File: config.mk
export PLATFORM = sky130hd
export DESIGN_NAME = mix_columns_engine_flat
export DESIGN_NICKNAME = d
export VERILOG_FILES = /design/src/rtl/mix_columns_engine_if.sv /design/src/rtl/mix_columns_engine.sv /design/src/flat_wrapper.sv
export SDC_FILE = /design/constraint.sdc
export NUM_CORES = 1
export LEC_CHECK = 0
export BUFFER_PORTS_ARGS = -buffer_cell sky130_fd_sc_hd__buf_4
export CORE_MARGIN = 2
export CORE_UTILIZATION = 57
export CTS_CLUSTER_DIAMETER = 80
export DETAILED_ROUTE_END_ITERATION = 16
export PLACE_DENSITY = 0.9
export SETUP_SLACK_MARGIN = 0.4
export SYNTH_ARGS = -nofsm -noshare
export SYNTH_HDL_FRONTEND = slang
export SYNTH_SLANG_ARGS = --single-unit
File: constraint.sdc
create_clock -name clk -period 8.9 [get_ports clk]
set_input_delay 0.445 -clock clk [delete_from_list [all_inputs] [get_ports clk]]
set_output_delay 0.445 -clock clk [all_outputs]
set_load 0.01 [all_outputs]
File: src/rtl/mix_columns_engine_if.sv
// Block handshake bundle for mix_columns_engine: input state/mode with valid/ready, result with valid/ready.
// Latency: n/a (wires only). Backpressure: carried by in_ready/out_ready.
// master drives the engine, slave is the engine itself.
interface mix_columns_engine_if;
   logic         in_valid;
   logic         in_ready;
   logic         mode;
   logic [127:0] state_in;
   logic         out_valid;
   logic         out_ready;
   logic [127:0] state_out;
   logic         busy;

   modport master (
      output in_valid, mode, state_in, out_ready,
      input  in_ready, out_valid, state_out, busy
   );

   modport slave (
      input  in_valid, mode, state_in, out_ready,
      output in_ready, out_valid, state_out, busy
   );
endinterface

File: src/rtl/mix_columns_engine.sv
// Purpose: AES (Inv)MixColumns over a 128-bit state, COLS_PER_CYCLE columns per clock; MIXCOL_FWD_EN adds forward mode.
// Latency: out_valid after 4/COLS_PER_CYCLE RUN cycles following the input handshake.
// Backpressure: result held in DONE until out_ready; no new block accepted outside IDLE.
module mix_columns_engine #(
   parameter int COLS_PER_CYCLE = 1
) (
   input logic              clk,
   input logic              rst,
   mix_columns_engine_if.slave bus
);

   if (!(COLS_PER_CYCLE == 1 || COLS_PER_CYCLE == 2 || COLS_PER_CYCLE == 4)) begin : g_bad_cpc
      $error("mix_columns_engine: COLS_PER_CYCLE must be 1, 2 or 4");
   end

   // cnt is always a multiple of COLS_PER_CYCLE, so lanes are cnt|l and a column is hit when its masked index equals cnt
   localparam logic [1:0] STEP = 2'(COLS_PER_CYCLE);
   localparam logic [1:0] LAST = 2'(4 - COLS_PER_CYCLE);
   localparam logic [1:0] MASK = ~(2'(COLS_PER_CYCLE - 1));

   typedef enum logic [1:0] {
      IDLE = 2'd0,
      RUN  = 2'd1,
      DONE = 2'd2
   } state_t;

   state_t       state, state_nxt;
   logic [127:0] work, work_nxt;
   logic [1:0]   cnt;
   logic         in_ready, out_valid, busy;
   logic [31:0]  lane_in  [COLS_PER_CYCLE];
   logic [31:0]  lane_out [COLS_PER_CYCLE];
`ifdef MIXCOL_FWD_EN
   logic         mode_q;
`endif

   function automatic logic [7:0] xt(input logic [7:0] b);
      return {b[6:0], 1'b0} ^ (b[7] ? 8'h1b : 8'h00);
   endfunction

   function automatic logic [31:0] col_of(input logic [127:0] w, input logic [1:0] idx);
      logic [31:0] c;
      case (idx)
         2'd0:    c = w[127:96];
         2'd1:    c = w[95:64];
         2'd2:    c = w[63:32];
         default: c = w[31:0];
      endcase
      return c;
   endfunction

   function automatic logic [31:0] inv_col(input logic [31:0] col);
      logic [7:0] a  [4];
      logic [7:0] m9 [4];
      logic [7:0] mb [4];
      logic [7:0] md [4];
      logic [7:0] me [4];
      logic [7:0] x2, x4, x8;
      logic [31:0] r;
      for (int j = 0; j < 4; j++) begin
         a[j]  = col[31 - 8*j -: 8];
         x2    = xt(a[j]);
         x4    = xt(x2);
         x8    = xt(x4);
         m9[j] = x8 ^ a[j];
         mb[j] = x8 ^ x2 ^ a[j];
         md[j] = x8 ^ x4 ^ a[j];
         me[j] = x8 ^ x4 ^ x2;
      end
      for (int i = 0; i < 4; i++) begin
         r[31 - 8*i -: 8] = me[i] ^ mb[(i + 1) % 4] ^ md[(i + 2) % 4] ^ m9[(i + 3) % 4];
      end
      return r;
   endfunction

`ifdef MIXCOL_FWD_EN
   function automatic logic [31:0] fwd_col(input logic [31:0] col);
      logic [7:0] a  [4];
      logic [7:0] m2 [4];
      logic [31:0] r;
      for (int j = 0; j < 4; j++) begin
         a[j]  = col[31 - 8*j -: 8];
         m2[j] = xt(a[j]);
      end
      for (int i = 0; i < 4; i++) begin
         r[31 - 8*i -: 8] = m2[i] ^ m2[(i + 1) % 4] ^ a[(i + 1) % 4] ^ a[(i + 2) % 4] ^ a[(i + 3) % 4];
      end
      return r;
   endfunction
`endif

   always_comb begin
      for (int l = 0; l < COLS_PER_CYCLE; l++) begin
         lane_in[l] = col_of(work, cnt | 2'(l));
`ifdef MIXCOL_FWD_EN
         lane_out[l] = mode_q ? inv_col(lane_in[l]) : fwd_col(lane_in[l]);
`else
         lane_out[l] = inv_col(lane_in[l]);
`endif
      end
   end

   always_comb begin
      work_nxt = work;
      for (int c = 0; c < 4; c++) begin
         if ((2'(c) & MASK) == cnt) begin
            work_nxt[127 - 32*c -: 32] = lane_out[c % COLS_PER_CYCLE];
         end
      end
   end

   always_comb begin
      state_nxt = state;
      in_ready  = 1'b0;
      out_valid = 1'b0;
      busy      = 1'b0;
      case (state)
         IDLE: begin
            in_ready = 1'b1;
            if (bus.in_valid) state_nxt = RUN;
         end
         RUN: begin
            busy = 1'b1;
            if (cnt == LAST) state_nxt = DONE;
         end
         DONE: begin
            busy      = 1'b1;
            out_valid = 1'b1;
            if (bus.out_ready) state_nxt = IDLE;
         end
         default: state_nxt = IDLE;
      endcase
   end

   always_ff @(posedge clk) begin
      if (rst) begin
         state <= IDLE;
         work  <= '0;
         cnt   <= 2'd0;
`ifdef MIXCOL_FWD_EN
         mode_q <= 1'b0;
`endif
      end else begin
         state <= state_nxt;
         if (state == IDLE && bus.in_valid) begin
            work <= bus.state_in;
            cnt  <= 2'd0;
`ifdef MIXCOL_FWD_EN
            mode_q <= bus.mode;
`endif
         end else if (state == RUN) begin
            work <= work_nxt;
            cnt  <= cnt + STEP;
         end
      end
   end

   assign bus.in_ready  = in_ready;
   assign bus.out_valid = out_valid;
   assign bus.busy      = busy;
   assign bus.state_out = work;

endmodule

File: src/flat_wrapper.sv
// flat-port wrapper written by rule: the top's interface ports become plain ports
module mix_columns_engine_flat 
#(
   parameter int COLS_PER_CYCLE = 1
)
  (clk, rst, bus_in_valid, bus_mode, bus_state_in, bus_out_ready, bus_in_ready, bus_out_valid, bus_state_out, bus_busy);
  mix_columns_engine_if bus_i ();
  input logic clk;
  input logic rst;
  input wire logic [$bits(bus_i.in_valid)-1:0] bus_in_valid;
  input wire logic [$bits(bus_i.mode)-1:0] bus_mode;
  input wire logic [$bits(bus_i.state_in)-1:0] bus_state_in;
  input wire logic [$bits(bus_i.out_ready)-1:0] bus_out_ready;
  output wire logic [$bits(bus_i.in_ready)-1:0] bus_in_ready;
  output wire logic [$bits(bus_i.out_valid)-1:0] bus_out_valid;
  output wire logic [$bits(bus_i.state_out)-1:0] bus_state_out;
  output wire logic [$bits(bus_i.busy)-1:0] bus_busy;
  assign bus_i.in_valid = bus_in_valid;
  assign bus_i.mode = bus_mode;
  assign bus_i.state_in = bus_state_in;
  assign bus_i.out_ready = bus_out_ready;
  assign bus_in_ready = bus_i.in_ready;
  assign bus_out_valid = bus_i.out_valid;
  assign bus_state_out = bus_i.state_out;
  assign bus_busy = bus_i.busy;
  mix_columns_engine #(.COLS_PER_CYCLE(COLS_PER_CYCLE)) u_core (.clk(clk), .rst(rst), .bus(bus_i));
endmodule
==> results.md <==
- Global Route met1 Usage: 0.475
- Post-synth top cells: xnor2_1, dfxtp_1, nor2_1, a21oi_1, nand2_1
- RR Endpoint: u_core.bus.state_out[124]
- Total vias in the final route: 9,161
- Crit. Startpoint: u_core.cnt[0]
- Reg2reg start: u_core.cnt[0]
- Worst path max stage delay: around 860 ps
- Worst Path Max Fanout: 20
- Setup TNS: 0 ps
- Critical path launch point type: flop
- CP required: 9230 ps
- Hold Violations, Final: 0
- Critical-path cell list: inv_1 > ha_1 > buf_4 > a222oi_1 > xor2_1 > a21oi_1 > xnor3_1 > xor2_1 > xor2_2 > xnor2_2 > nand2_1 > a211oi_2
- Syn. warnings: 0
- Critical path capture point type: flop
- Synth top area cells: dfxtp_1, xnor2_1, a21oi_1
- CTS hold repair buffers: 0
- CTS H-tree lvls: 4
- Max clock buf depth: 2
- Initial Util: 0.575
- Max transition margin: 0.192
- Synth Area per Inst: 8.25 µm²
- Synth async-reset ratio: 0
- CTS buffer count: 17
- Kind of cell adding the most delay to the critical path: compound AO/OA/AOI/OAI gates
- Syn_nets: around 1,200
- Setup Buffers After CTS: 0
- Port Buf Inserts: between 200 and 300
- Detailed-route wire length: between 30,000 and 40,000 µm
- Clock transition at the registers of the reported paths: roughly 60 ps
- Core ar.: around 15,000 µm²
- DRC violation count after routing: 0
- Most common cell on crit path: xor2_1
- Pin count of the biggest net entering global routing: 89
- Worst-Skew Late Latency: roughly 440 ps
- Maximum clock rate: roughly 220 MHz
- Most frequent cell after synthesis: xnor2_1
- Worst path slowest cell: a222oi_1
- Number of routed nets with antenna violations: 0
- WP data arrival: approximately 4900 ps
- Placed cell count: 1,432
- Largest area contributor in the netlist: dfxtp_1
- Die Span X: 127 µm
- Synth unique cells: 39
- Via density: roughly 6.3
- RSZ-0062 raised after global routing: false
- Setup ws final: approximately 4300 ps
- Share of post-route cells with drive strength above 1: 0.264
- Routing usage on met2: 0.600
- Clock root cell: clkbuf_16
- Status: finished, final reports clean
- Fin crit share: 0.519
- Final Max Slew Viols: 0
- Die H: between 100 and 150 µm
- Met3 Use GR: 0.0800
- Area Growth Syn to Fin: 30.6%
- # rows: 45
- Worst hold start: bus_state_in[117]
- Io pins: 264
- Setup violators final: 0
- Slew at the pin closest to its max-slew limit: 1210 ps
- Max_cap viols: 0
- Initial antenna violation count: 0
- Min-Delay Path Class: input pin to flop
- Setup CP Type: flop to flop
- DRT iter0 DRCs: 1,497
- Antenna Cells: 0
- DP Worst Slack: 4570 ps
- Sequential area share after synthesis: 0.306
- Post-Layout Cell Count: 1,464
- Hold endpoint: u_core.bus.state_out[117]
- First-pass DRT Iterations: 9
- Fin nets: about 1,400
- HPWL after DPL: roughly 22,000 µm
- GPL Wtd Cong: ~1.0
- Synth top area share: 0.306
- Number of synthesized flops with an enable pin: 0
- Worst hold stages: 2
- Sink Count: around 130
- Post-Syn Instances: 1,048
- Fin Clk Skew: 16.1 ps
- Top FF cell, synth: dfxtp_1
- Die area: roughly 16,000 µm²
- R2R depth: 12
- Final min period: ~4600 ps
- Gr busiest metal: met2
- CTS tree: yes
- Vias in the first global route: around 8,500
- Routed len/inst: roughly 21 µm
- CP Depth: 12
- FF-to-FF setup slack: between 4000 and 5000 ps
- First-pass GRT wire length: around 47,000 µm
- Seq cells post-synth: 132
- Remaining Overflow, GRT: 0
- GR Util All Layers: 0.369
- CP bufs+invs: 2
- Post-Syn Area: 8640 µm²
- Post_cts resized: 0
[through the flow]
| stage | util | hold WS (ps) | cell area, µm² |
|---|---|---|---|
| 2_1_floorplan | - | 491 | 8640 |
| 3_3_place_gp | 0.707 | 486 | 10600 |
| 3_5_place_dp | 0.707 | 495 | 10600 |
| 4_1_cts | 0.751 | 197 | 11300 |
| 5_1_grt | 0.751 | 198 | 11300 |
| 6_report | 0.751 | 202 | 11300 |
[placed cells by master (no fill, tap or decap), drive strengths merged, types with 24 or more instances in the layout]
cell / Yosys / final
buf: 20 / 275
xnor2: 162 / 162
dfxtp: 132 / 132
a21oi: 102 / 102
nor2: 100 / 100
nand2: 92 / 92
o21ai: 90 / 90
xor2: 58 / 58
a211oi: 33 / 33
a222oi: 32 / 32
a32oi: 24 / 24
a21o: 24 / 24
[metal layers]
layer	vias to the layer above	part of all wire
li1	4130	-
met1	4259	0.38
met2	654	0.47
met3	118	0.11
met4	0	0.039
met5	-	0
[logic make-up (layout without fill, tap and decap cells)]
logic type / Yosys count / after routing / share of synthesized area
flip-flops: 132 / 132 / 0.306
AND/OR/NAND/NOR: 239 / 239 / 0.115
adder cells (fa/ha/maj): 7 / 7 / 0.0101
AO/OA/AOI/OAI: 340 / 340 / 0.267
buffers and inverters: 94 / 322 / 0.0459
multiplexers: 10 / 10 / 0.0116
XOR/XNOR: 226 / 226 / 0.246
[how the worst max path moves through the flow]
stage	end	slack, ps
5_1_grt	u_core.bus.state_out[117]	4180
2_1_floorplan	u_core.bus.state_out[100]	5560
3_5_place_dp	u_core.bus.state_out[100]	4570
4_1_cts	u_core.bus.state_out[124]	4440
6_report	u_core.bus.state_out[124]	4280
3_3_place_gp	u_core.bus.state_out[100]	4570
[flip-flops by register name, summed over array words and instances, names as in the netlist]
register and flops:
u_core.bus.state_out 128, u_core.cnt 2, u_core.state 2
[layout make-up]
cell class	count	area, µm²
Tap cell	188	235
Sequential cell	132	2640
Inverter	15	56.3
Clock inverter	11	196
Timing Repair Buffer	275	2060
Fill cell	1127	3740
Clock buffer	21	470
Multi-Input combinational cell	822	5620
Power is not shown: default switching activity piles up to over one toggle a cycle in this logic, so the estimate is an artifact.
